## config.mk

```make
export PLATFORM = sky130hd
export DESIGN_NAME = breadboard_sweep_ctrl
export DESIGN_NICKNAME = d
export VERILOG_FILES = /design/src/rtl/breadboard_sweep_ctrl.sv
export SDC_FILE = /design/constraint.sdc
export NUM_CORES = 1
export LEC_CHECK = 0
export BUFFER_PORTS_ARGS = -buffer_cell sky130_fd_sc_hd__buf_4
export CAP_MARGIN = 25
export CORE_UTILIZATION = 45
export DETAILED_ROUTE_END_ITERATION = 7
export GPL_TIMING_DRIVEN = 0
export MAX_ROUTING_LAYER = met4
export PLACE_DENSITY = 0.72
export SYNTH_ARGS = -nofsm -noshare
export SYNTH_HDL_FRONTEND = slang
export SYNTH_SLANG_ARGS = --single-unit
```

## constraint.sdc

```tcl
create_clock -name clk -period 5.4 [get_ports clk]
set_clock_uncertainty 0.1 [all_clocks]
set_input_delay 1.35 -clock clk [delete_from_list [all_inputs] [get_ports clk]]
set_output_delay 1.35 -clock clk [all_outputs]
set_load 0.01 [all_outputs]
```

## src/rtl/breadboard_sweep_ctrl.sv

```systemverilog
// rtl/breadboard_sweep_ctrl.sv - 16-row sweep sequencer for the Breadboard block; optional output MISR under SWEEP_SIGNATURE_EN
module breadboard_sweep_ctrl #(
    parameter int unsigned SETTLE = 2
) (
    input  logic        clk,
    input  logic        rst,
    input  logic        start,
    output logic        w,
    output logic        x,
    output logic        y,
    output logic        z,
    input  logic [9:0]  f,
    output logic [3:0]  exp_addr,
    input  logic [9:0]  exp_data,
    output logic        busy,
    output logic        done,
    output logic        pass,
    output logic [4:0]  fail_cnt,
    output logic [3:0]  first_fail,
    output logic        first_fail_vld
`ifdef SWEEP_SIGNATURE_EN
    ,
    output logic [15:0] sig
`endif
);

    typedef enum logic [1:0] {
        ST_IDLE   = 2'd0,
        ST_SETTLE = 2'd1,
        ST_SAMPLE = 2'd2,
        ST_DONE   = 2'd3
    } state_t;

    // Last settle count before the row is sampled
    localparam logic [3:0] SETTLE_LAST = 4'(SETTLE - 1);

    state_t      state_q, state_d;
    logic [3:0]  row_q, row_d;
    logic [3:0]  cnt_q, cnt_d;
    logic [4:0]  fail_cnt_q, fail_cnt_d;
    logic [3:0]  first_fail_q, first_fail_d;
    logic        first_fail_vld_q, first_fail_vld_d;
    logic        pass_q, pass_d;
    logic        mismatch;

    assign mismatch = (f != exp_data);

    // State register
    always_ff @(posedge clk or posedge rst) begin
        if (rst) begin
            state_q <= ST_IDLE;
        end else begin
            state_q <= state_d;
        end
    end

    // Next-state logic: settle for SETTLE cycles, sample once, advance until row 15
    always_comb begin
        state_d = state_q;
        case (state_q)
            ST_IDLE:   if (start) state_d = ST_SETTLE;
            ST_SETTLE: if (cnt_q == SETTLE_LAST) state_d = ST_SAMPLE;
            ST_SAMPLE: state_d = (row_q == 4'hF) ? ST_DONE : ST_SETTLE;
            ST_DONE:   state_d = ST_IDLE;
            default:   state_d = ST_IDLE;
        endcase
    end

    // FSM outputs decoded from the registered state only
    always_comb begin
        busy = 1'b0;
        done = 1'b0;
        case (state_q)
            ST_SETTLE: busy = 1'b1;
            ST_SAMPLE: busy = 1'b1;
            ST_DONE:   done = 1'b1;
            default: begin
                busy = 1'b0;
                done = 1'b0;
            end
        endcase
    end

    // Datapath next values: row stepping, settle counter and result bookkeeping
    always_comb begin
        row_d            = row_q;
        cnt_d            = cnt_q;
        fail_cnt_d       = fail_cnt_q;
        first_fail_d     = first_fail_q;
        first_fail_vld_d = first_fail_vld_q;
        pass_d           = pass_q;
        case (state_q)
            ST_IDLE: begin
                if (start) begin
                    row_d            = 4'd0;
                    cnt_d            = 4'd0;
                    fail_cnt_d       = 5'd0;
                    first_fail_d     = 4'd0;
                    first_fail_vld_d = 1'b0;
                    pass_d           = 1'b0;
                end
            end
            ST_SETTLE: begin
                cnt_d = cnt_q + 4'd1;
            end
            ST_SAMPLE: begin
                if (mismatch) begin
                    fail_cnt_d = fail_cnt_q + 5'd1;
                    if (!first_fail_vld_q) begin
                        first_fail_d     = row_q;
                        first_fail_vld_d = 1'b1;
                    end
                end
                cnt_d = 4'd0;
                // Row 15 is kept after the sweep so the last vector stays applied
                if (row_q != 4'hF) begin
                    row_d = row_q + 4'd1;
                end
            end
            ST_DONE: begin
                pass_d = (fail_cnt_q == 5'd0);
            end
            default: begin
                row_d = row_q;
            end
        endcase
    end

    // Datapath registers
    always_ff @(posedge clk or posedge rst) begin
        if (rst) begin
            row_q            <= 4'd0;
            cnt_q            <= 4'd0;
            fail_cnt_q       <= 5'd0;
            first_fail_q     <= 4'd0;
            first_fail_vld_q <= 1'b0;
            pass_q           <= 1'b0;
        end else begin
            row_q            <= row_d;
            cnt_q            <= cnt_d;
            fail_cnt_q       <= fail_cnt_d;
            first_fail_q     <= first_fail_d;
            first_fail_vld_q <= first_fail_vld_d;
            pass_q           <= pass_d;
        end
    end

`ifdef SWEEP_SIGNATURE_EN
    logic [15:0] sig_q, sig_d;

    // MISR next value: seeded on start, folds in the raw Breadboard outputs each SAMPLE
    always_comb begin
        sig_d = sig_q;
        if (state_q == ST_IDLE && start) begin
            sig_d = 16'hFFFF;
        end else if (state_q == ST_SAMPLE) begin
            sig_d = {sig_q[14:0], sig_q[15] ^ sig_q[13] ^ sig_q[12] ^ sig_q[10]} ^ {6'b0, f};
        end
    end

    // MISR register
    always_ff @(posedge clk or posedge rst) begin
        if (rst) begin
            sig_q <= 16'h0000;
        end else begin
            sig_q <= sig_d;
        end
    end

    assign sig = sig_q;
`endif

    // The row register drives the Breadboard and the golden ROM with no decode
    assign {w, x, y, z}    = row_q;
    assign exp_addr        = row_q;
    assign pass            = pass_q;
    assign fail_cnt        = fail_cnt_q;
    assign first_fail      = first_fail_q;
    assign first_fail_vld  = first_fail_vld_q;

endmodule

```

==> insert_results.sql, run 1 <==
INSERT INTO impl_metrics (metric_group, metric, value, unit) VALUES
('status', 'outcome', 'complete, no violations', ''),
('timing', 'slew_violations', '0', ''),
('worst_setup_path', 'setup.worst_path.start', 'state_q[0]$_DFFE_PP0P_', ''),
('synth', 'postSynthAreaPerCell', '9.09', 'um2'),
('worst_setup_path', 'timing.critical_path.fanout_max', '5', ''),
('flow_run', 'timing.max_cap.violations', '0', ''),
('drt', 'detail_route.vias_per_cell', '5.40', ''),
('timing', 'grt_setup_unrepaired', 'false', ''),
('synth', 'postSynthRegisterBits', '21', ''),
('synth', 'netlist_area', '1340', 'um2'),
('placement', 'routabilityCongestion', '0.810', ''),
('layout', 'antenna_cells_inserted', '0', ''),
('timing', 'achievable-frequency', '361', 'MHz'),
('cts', 'cts-buffers-inserted', '3', ''),
('global_routing', 'antenna_found_initial', '0', ''),
('drt', 'dr.pass1.iters', '4', ''),
('synth', 'synth-warning-count', '0', ''),
('timing', 'setup_tns', '0', 'ps'),
('synth', 'synth_flop_cell', 'sky130_fd_sc_hd__dfrtp_1', ''),
('timing', 'final_hold_viol_count', '0', ''),
('timing', 'post-route-worst-setup-slack', '2630', 'ps'),
('cts', 'cts_hold_buf', '0', ''),
('power', 'netSwitchingPower', '316', 'uW'),
('power', 'power_report.internal_total', '412', 'uW'),
('synth', 'synth_top_area_cell', 'sky130_fd_sc_hd__dfrtp_1', ''),
('synth', 'post_synth_main_area_contributors', 'sky130_fd_sc_hd__dfrtp_1 39%, sky130_fd_sc_hd__ha_1 8.4%, sky130_fd_sc_hd__xnor2_1 6.6%', ''),
('timing', 'finalSetupViolations', '0', ''),
('synth', 'synth.top_cell.area_share', '39.3', '%'),
('global_routing', 'wire_length_of_the_first_global_routing_pass', '4.94', 'mm'),
('drt', 'drc', '0', ''),
('global_routing', 'grt_start_max_net_pins', '22', ''),
('global_routing', 'grt_overflow_total', '0', ''),
('floorplanning', 'core-area', '2780', 'um2'),
('global_routing', 'aggregate_global_route_resource_usage', '20.3', '%'),
('worst_setup_path', 'worstReg2RegStart', 'state_q[0]$_DFFE_PP0P_', ''),
('floorplanning', 'die_height', '56.5', 'um'),
('worst_hold_path', 'worst_hold_path_type', 'register to register', ''),
('power', 'power.density_cell_area', '422', 'nW/um2'),
('drt', 'routed_wire_length_per_instance', '13.0', 'um'),
('drt', 'drt-total-wl', '2.92', 'mm'),
('cts', 'worst_setup_hold_path_clk_slew', '120', 'ps'),
('placement', 'hpwl', '2.31', 'mm'),
('drt', 'via_count', '1214', ''),
('layout', 'stdcell_count', '225', ''),
('power', 'leakage', '0.000844', 'uW'),
('timing', 'timing.hold.ws', '394', 'ps'),
('floorplanning', 'ioPinCount', '44', ''),
('layout', 'final_layout_size_suffix_gt1_share', '32.0', '%'),
('synth', 'seq_area_frac_synth', '39.3', '%'),
('worst_setup_path', 'critical_path_arrival', '1320', 'ps'),
('floorplanning', 'floorplan.rows', '19', ''),
('power', 'power.share.combinational', '54.7', '%'),
('synth', 'synth_edf_count', '0', ''),
('worst_setup_path', 'timing.critical_path.from_type', 'register', ''),
('layout', 'design.final.nets', '227', ''),
('synth', 'ys_types', '30', ''),
('placement', 'place_worst_setup_slack', '2480', 'ps'),
('synth', 'gate_count_of_the_mapped_netlist', '147', ''),
('timing', 'minimum_clock_period', '2770', 'ps'),
('floorplanning', 'dieWidth', '56.5', 'um'),
('power', 'power.switching_fraction', '43.4', '%'),
('cts', 'clock-root-buffer', 'sky130_fd_sc_hd__clkbuf_4', ''),
('worst_setup_path', 'worst_setup_path_end_kind', 'output port', ''),
('drt', 'route.antenna.remaining_nets', '0', ''),
('cts', 'post_cts.resized_instances', '0', ''),
('worst_setup_path', 'cp_data_required_time', '3950', 'ps'),
('worst_hold_path', 'min-delay-start', 'cnt_q[3]$_DFFE_PP0P_', ''),
('global_routing', 'vias_in_the_first_global_route', '1177', ''),
('synth', 'syn_nets', '179', ''),
('cts', 'clk-insertion-delay-late', '320', 'ps'),
('cts', 'clk_path_buf_depth', '2', '');
-- final cells by class --
class	count	area, um2
Fill cell	228	1060
Buffer	6	52.6
Timing Repair Buffer	43	323
Sequential cell	21	526
Inverter	13	48.8
Clock buffer	3	22.5
Multi-Input combinational cell	107	709
Tap cell	31	38.8
Clock inverter	1	5.00
-- critical path: stages (launching register included) --
cell,delay (ps)
sky130_fd_sc_hd__dfrtp_1,430
sky130_fd_sc_hd__inv_1,80
sky130_fd_sc_hd__ha_1,330
sky130_fd_sc_hd__buf_4,160
-- layer usage --
layer  global-route usage (%)  vias to the layer above  part of all wire, %
met5                        -                        -                    0
met4                     10.1                        0                  1.8
met1                     25.2                      561                   43
li1                         -                      604                    -
met2                     32.3                       44                   50
met3                     3.00                        5                  5.2
-- through the flow --
stage	utilization, %	total power, uW
after floorplan	-	503
after global placement	61.0	640
after detailed placement	61.0	655
after CTS	62.0	733
after global routing	62.0	789
final	62.0	728
-- placed cells by master, fill, tap and decap left out, types with 2 or more instances in the layout --
master,instances
sky130_fd_sc_hd__clkbuf_4,3
sky130_fd_sc_hd__inv_1,13
sky130_fd_sc_hd__nor2_1,7
sky130_fd_sc_hd__or2_2,2
sky130_fd_sc_hd__nand2b_1,5
sky130_fd_sc_hd__nand2_1,17
sky130_fd_sc_hd__o21ai_0,14
sky130_fd_sc_hd__o311ai_0,2
sky130_fd_sc_hd__a21oi_1,8
sky130_fd_sc_hd__dfrtp_1,21
sky130_fd_sc_hd__ha_1,9
sky130_fd_sc_hd__or4_2,2
sky130_fd_sc_hd__nand4_1,3
sky130_fd_sc_hd__and2_1,2
sky130_fd_sc_hd__xnor2_1,10
sky130_fd_sc_hd__o31ai_1,7
sky130_fd_sc_hd__nand3_1,6
sky130_fd_sc_hd__buf_4,47
sky130_fd_sc_hd__buf_6,2
sky130_fd_sc_hd__a22o_1,2
-- sequential cells by signal, indices dropped and copies added (netlist names) --
name	count
first_fail	4
state_q	2
pass	1
cnt_q	4
fail_cnt	5
first_fail_vld	1
exp_addr	4
-- cell usage after synthesis (all sizes together) (5+ instances only) --
cell type,n
o31ai,7
inv,13
nand2b,5
dfrtp,21
ha,9
nand2,17
a21oi,8
o21ai,14
nand3,6
xnor2,10
buf,6
nor2,8
-- final timing paths --
path | to | slack [ps] | cells after the start
min reg2reg | cnt_q[3]$_DFFE_PP0P_ | 390 | 1
max | busy | 2630 | 3
min in group asynchronous | cnt_q[0]$_DFFE_PP0P_ | 1070 | 2
max reg2reg | fail_cnt[0]$_DFFE_PP0P_ | 3360 | 7
max in group asynchronous | fail_cnt[2]$_DFFE_PP0P_ | 3640 | 2
min | cnt_q[3]$_DFFE_PP0P_ | 390 | 1
-- kinds of logic after synthesis --
| family | count (synthesis) | synth area share, % |
|---|---|---|
| and+or+nand+nor | 48 | 17.9 |
| AOI/OAI and AO/OA | 39 | 19.1 |
| DFF | 21 | 39.3 |
| buffers and inverters | 19 | 7.58 |
| xor gates and xnor gates | 10 | 6.55 |
| adders and majority gates | 9 | 8.43 |
| muxes | 1 | 1.12 |
-- power by group through the flow --
| stage | combinational (uW) | clock [uW] | sequential (uW) |
|---|---|---|---|
| 2_1_floorplan | 248 | 0 | 256 |
| 3_3_place_gp | 388 | 0 | 252 |
| 3_5_place_dp | 401 | 0 | 254 |
| 4_1_cts | 402 | 79.5 | 251 |
| 5_1_grt | 443 | 85.1 | 260 |
| 6_report | 398 | 78.2 | 251 |
Power figures use the tool's default switching activity.
==> run 2, diff against run 1 <==
--- a/config.mk
+++ b/config.mk
@@ -11,7 +11,7 @@
 export DETAILED_ROUTE_END_ITERATION = 7
 export GPL_TIMING_DRIVEN = 0
 export MAX_ROUTING_LAYER = met4
-export PLACE_DENSITY = 0.72
+export PLACE_DENSITY = 0.75
 export SYNTH_ARGS = -nofsm -noshare
 export SYNTH_HDL_FRONTEND = slang
 export SYNTH_SLANG_ARGS = --single-unit
==> constraint.sdc (replaced) <==
create_clock -name clk -period 2.39 [get_ports clk]
set_clock_uncertainty 0.1 [all_clocks]
set_input_delay 0.5975 -clock clk [delete_from_list [all_inputs] [get_ports clk]]
set_output_delay 0.5975 -clock clk [all_outputs]
set_load 0.01 [all_outputs]
==> run 2 against run 1 <==
Effect of this change:
- power up 130%
- sequential power up 130%
- sequential share of layout area unchanged
- first-iteration DRC count down 53%
- critical path depth up 4
- utilization unchanged
- routed wire length up 3.9%
- register-to-register slack worse by 3100 ps
- largest cell class unchanged
==> insert_results.sql, run 2 (synthesis gave the netlist of run 1 again) <==
INSERT INTO impl_metrics (metric_group, metric, value, unit) VALUES
('layout', 'synth_to_layout_area_growth', '29.1', '%'),
('flow_run', 'timing.max_cap.violations', '0', ''),
('global_routing', 'antenna_found_initial', '0', ''),
('cts', 'clk-insertion-delay-late', '310', 'ps'),
('layout', 'layout.cells.most_common_list', '47 x sky130_fd_sc_hd__buf_4, 21 x sky130_fd_sc_hd__dfrtp_1, 17 x sky130_fd_sc_hd__nand2_1, 14 x sky130_fd_sc_hd__o21ai_0, 13 x sky130_fd_sc_hd__inv_1', ''),
('drt', 'drc', '0', ''),
('worst_setup_path', 'path_cells', 'inv_1, ha_1, nand4_1, o32ai_2, buf_6, nor2_2, mux2_4', ''),
('timing', 'minimum_clock_period', '2100', 'ps'),
('cts', 'clk_path_buf_depth', '2', ''),
('power', 'netSwitchingPower', '737', 'uW'),
('timing', 'achievable-frequency', '477', 'MHz'),
('drt', 'dr.pass1.iters', '4', ''),
('timing', 'setup_tns', '0', 'ps'),
('global_routing', 'grt_start_max_net_pins', '22', ''),
('worst_setup_path', 'critical_path_arrival', '2210', 'ps'),
('timing', 'slew_violations', '0', ''),
('floorplanning', 'ioPinCount', '44', ''),
('layout', 'stdcell_count', '225', ''),
('worst_setup_path', 'cp_data_required_time', '2500', 'ps'),
('timing', 'slew-limit-headroom', '44.2', '%'),
('worst_setup_path', 'setup.worst_path.class', 'register to register', ''),
('global_routing', 'aggregate_global_route_resource_usage', '21.0', '%'),
('drt', 'via_count', '1249', ''),
('global_routing', 'grt_overflow_total', '0', ''),
('layout', 'area.sequential', '526', 'um2'),
('timing', 'final_hold_viol_count', '0', ''),
('worst_setup_path', 'critPathBufInv', '2', ''),
('worst_setup_path', 'timing.critical_path.from_type', 'register', ''),
('drt', 'routed_wire_length_per_instance', '13.5', 'um'),
('worst_setup_path', 'worst_setup_path_end_kind', 'register', ''),
('cts', 'cts_post_setup_buffers_inserted', '0', ''),
('layout', 'antenna_cells_inserted', '0', ''),
('timing', 'timing.hold.ws', '338', 'ps'),
('drt', 'drt-total-wl', '3.04', 'mm'),
('power', 'power_report.internal_total', '932', 'uW'),
('placement', 'hpwl', '2.38', 'mm'),
('timing', 'worstMarginPinSlew', '836', 'ps'),
('power', 'power.ir.vdd_worst', '0.000544', 'V'),
('worst_hold_path', 'worst_hold_path_type', 'input port to asynchronous set/reset pin', ''),
('global_routing', 'groute.layer.met3.usage', '2.76', '%'),
('cts', 'cts-buffers-inserted', '3', ''),
('cts', 'cts_tree', 'yes', ''),
('worst_setup_path', 'worst-r2r-cell-count', '7', ''),
('power', 'power.switching_fraction', '44.2', '%'),
('drt', 'detail_route.vias_per_cell', '5.55', ''),
('floorplanning', 'floorplan.rows', '19', ''),
('cts', 'clock_sink_count', '21', ''),
('worst_setup_path', 'crit_path_top_delay_cell', 'sky130_fd_sc_hd__dfrtp_1', ''),
('status', 'outcome', 'complete, no violations', ''),
('layout', 'layout.cell_area.non_filler', '1730', 'um2'),
('layout', 'final_common_cell', 'sky130_fd_sc_hd__buf_4', ''),
('placement', 'routabilityCongestion', '0.817', ''),
('global_routing', 'grt_util_met1', '25.7', '%'),
('global_routing', 'gr-max-usage-layer', 'met2', ''),
('timing', 'finalSetupViolations', '0', ''),
('cts', 'post_cts.resized_instances', '0', ''),
('worst_setup_path', 'critical_path.max_stage_delay', '450', 'ps'),
('cts', 'cts-htree-levels', '1', ''),
('power', 'power.share.combinational', '55.0', '%'),
('placement', 'io_buffer_count', '43', ''),
('worst_setup_path', 'timing.critical_path.fanout_max', '10', ''),
('floorplanning', 'dieArea', '3190', 'um2'),
('worst_setup_path', 'cp.depth', '7', ''),
('power', 'leakage', '0.000844', 'uW'),
('layout', 'fillerInstances', '238', ''),
('floorplanning', 'dieWidth', '56.5', 'um'),
('global_routing', 'grt.met2_usage', '33.9', '%'),
('drt', 'route.antenna.remaining_nets', '0', ''),
('floorplanning', 'core-area', '2780', 'um2'),
('global_routing', 'wire_length_of_the_first_global_routing_pass', '5.10', 'mm'),
('placement', 'placedInstanceArea', '1700', 'um2'),
('timing', 'final.period_utilization', '87.8', '%'),
('worst_setup_path', 'worst_path_dominant_cell_family', 'flip-flops', ''),
('global_routing', 'vias_in_the_first_global_route', '1168', ''),
('floorplanning', 'initial_core_util', '48.0', '%'),
('layout', 'combined_area_of_the_multi_input_logic_cells', '709', 'um2'),
('timing', 'grt_setup_unrepaired', 'false', ''),
('power', 'pwr-share-clk', '10.9', '%'),
('cts', 'cts_hold_buf', '0', ''),
('placement', 'place.detailed.instances', '221', ''),
('cts', 'clock-root-buffer', 'sky130_fd_sc_hd__clkbuf_4', ''),
('layout', 'largest_reg_flops', '5', ''),
('layout', 'final_layout_size_suffix_gt1_share', '32.0', '%'),
('power', 'power.density_cell_area', '968', 'nW/um2'),
('cts', 'worst_setup_hold_path_clk_slew', '130', 'ps'),
('power', 'p_seq_share', '34.1', '%'),
('layout', 'design.final.nets', '227', ''),
('drt', 'drt_first_iter_violations', '33', ''),
('floorplanning', 'die_height', '56.5', 'um');
[run 2: cell counts in the layout (fill, tap and decap cells not counted)]
No cell type changed its count.
[run 2: path summary, 6_finish.rpt]
check,end,slack (ps),startpoint
worst max-delay path,fail_cnt[0]$_DFFE_PP0P_,290,state_q[0]$_DFFE_PP0P_
worst min-delay path,cnt_q[3]$_DFFE_PP0P_,340,rst
worst max register to register,fail_cnt[0]$_DFFE_PP0P_,290,state_q[0]$_DFFE_PP0P_
worst min register to register,cnt_q[3]$_DFFE_PP0P_,400,cnt_q[3]$_DFFE_PP0P_
max in group asynchronous,pass$_DFFE_PP0P_,1340,rst
min in group clk,cnt_q[3]$_DFFE_PP0P_,400,cnt_q[3]$_DFFE_PP0P_
[run 2: layout make-up]
type / count / area share, %
Clock buffer: 3 / 1.31
Clock inverter: 1 / 0.290
Inverter: 13 / 2.83
Multi-Input combinational cell: 107 / 41.1
Buffer: 6 / 3.05
Timing Repair Buffer: 43 / 18.7
Sequential cell: 21 / 30.5
Tap cell: 31 / 2.25
[run 2: worst reg2reg max path, cell delays in order, from the launching register on]
cell	delay (ps)
sky130_fd_sc_hd__dfrtp_1	450
sky130_fd_sc_hd__inv_1	100
sky130_fd_sc_hd__ha_1	230
sky130_fd_sc_hd__nand4_1	180
sky130_fd_sc_hd__o32ai_2	440
sky130_fd_sc_hd__buf_6	200
sky130_fd_sc_hd__nor2_2	50
sky130_fd_sc_hd__mux2_4	260
[run 2: through the flow]
stage	utilization [%]	setup WS, ps	total power (uW)
floorplan	-	501	1140
global placement	61.0	252	1440
detailed placement	61.0	219	1490
CTS	62.0	332	1670
global route	62.0	187	1790
finish	62.0	293	1670
[run 2: layer usage]
layer / vias to the layer above / wire length [um]
li1: 603 / -
met1: 602 / 1290
met2: 40 / 1570
met3: 4 / 120
met4: 0 / 50
met5: - / 0
[run 2: power by group through the flow]
stage | logic [uW] | clock network [uW] | registers (uW)
final | 919 | 181 | 570
after global routing | 1010 | 199 | 589
after CTS | 920 | 183 | 569
after floorplan | 559 | 0 | 578
after detailed placement | 916 | 0 | 575
after global placement | 875 | 0 | 566
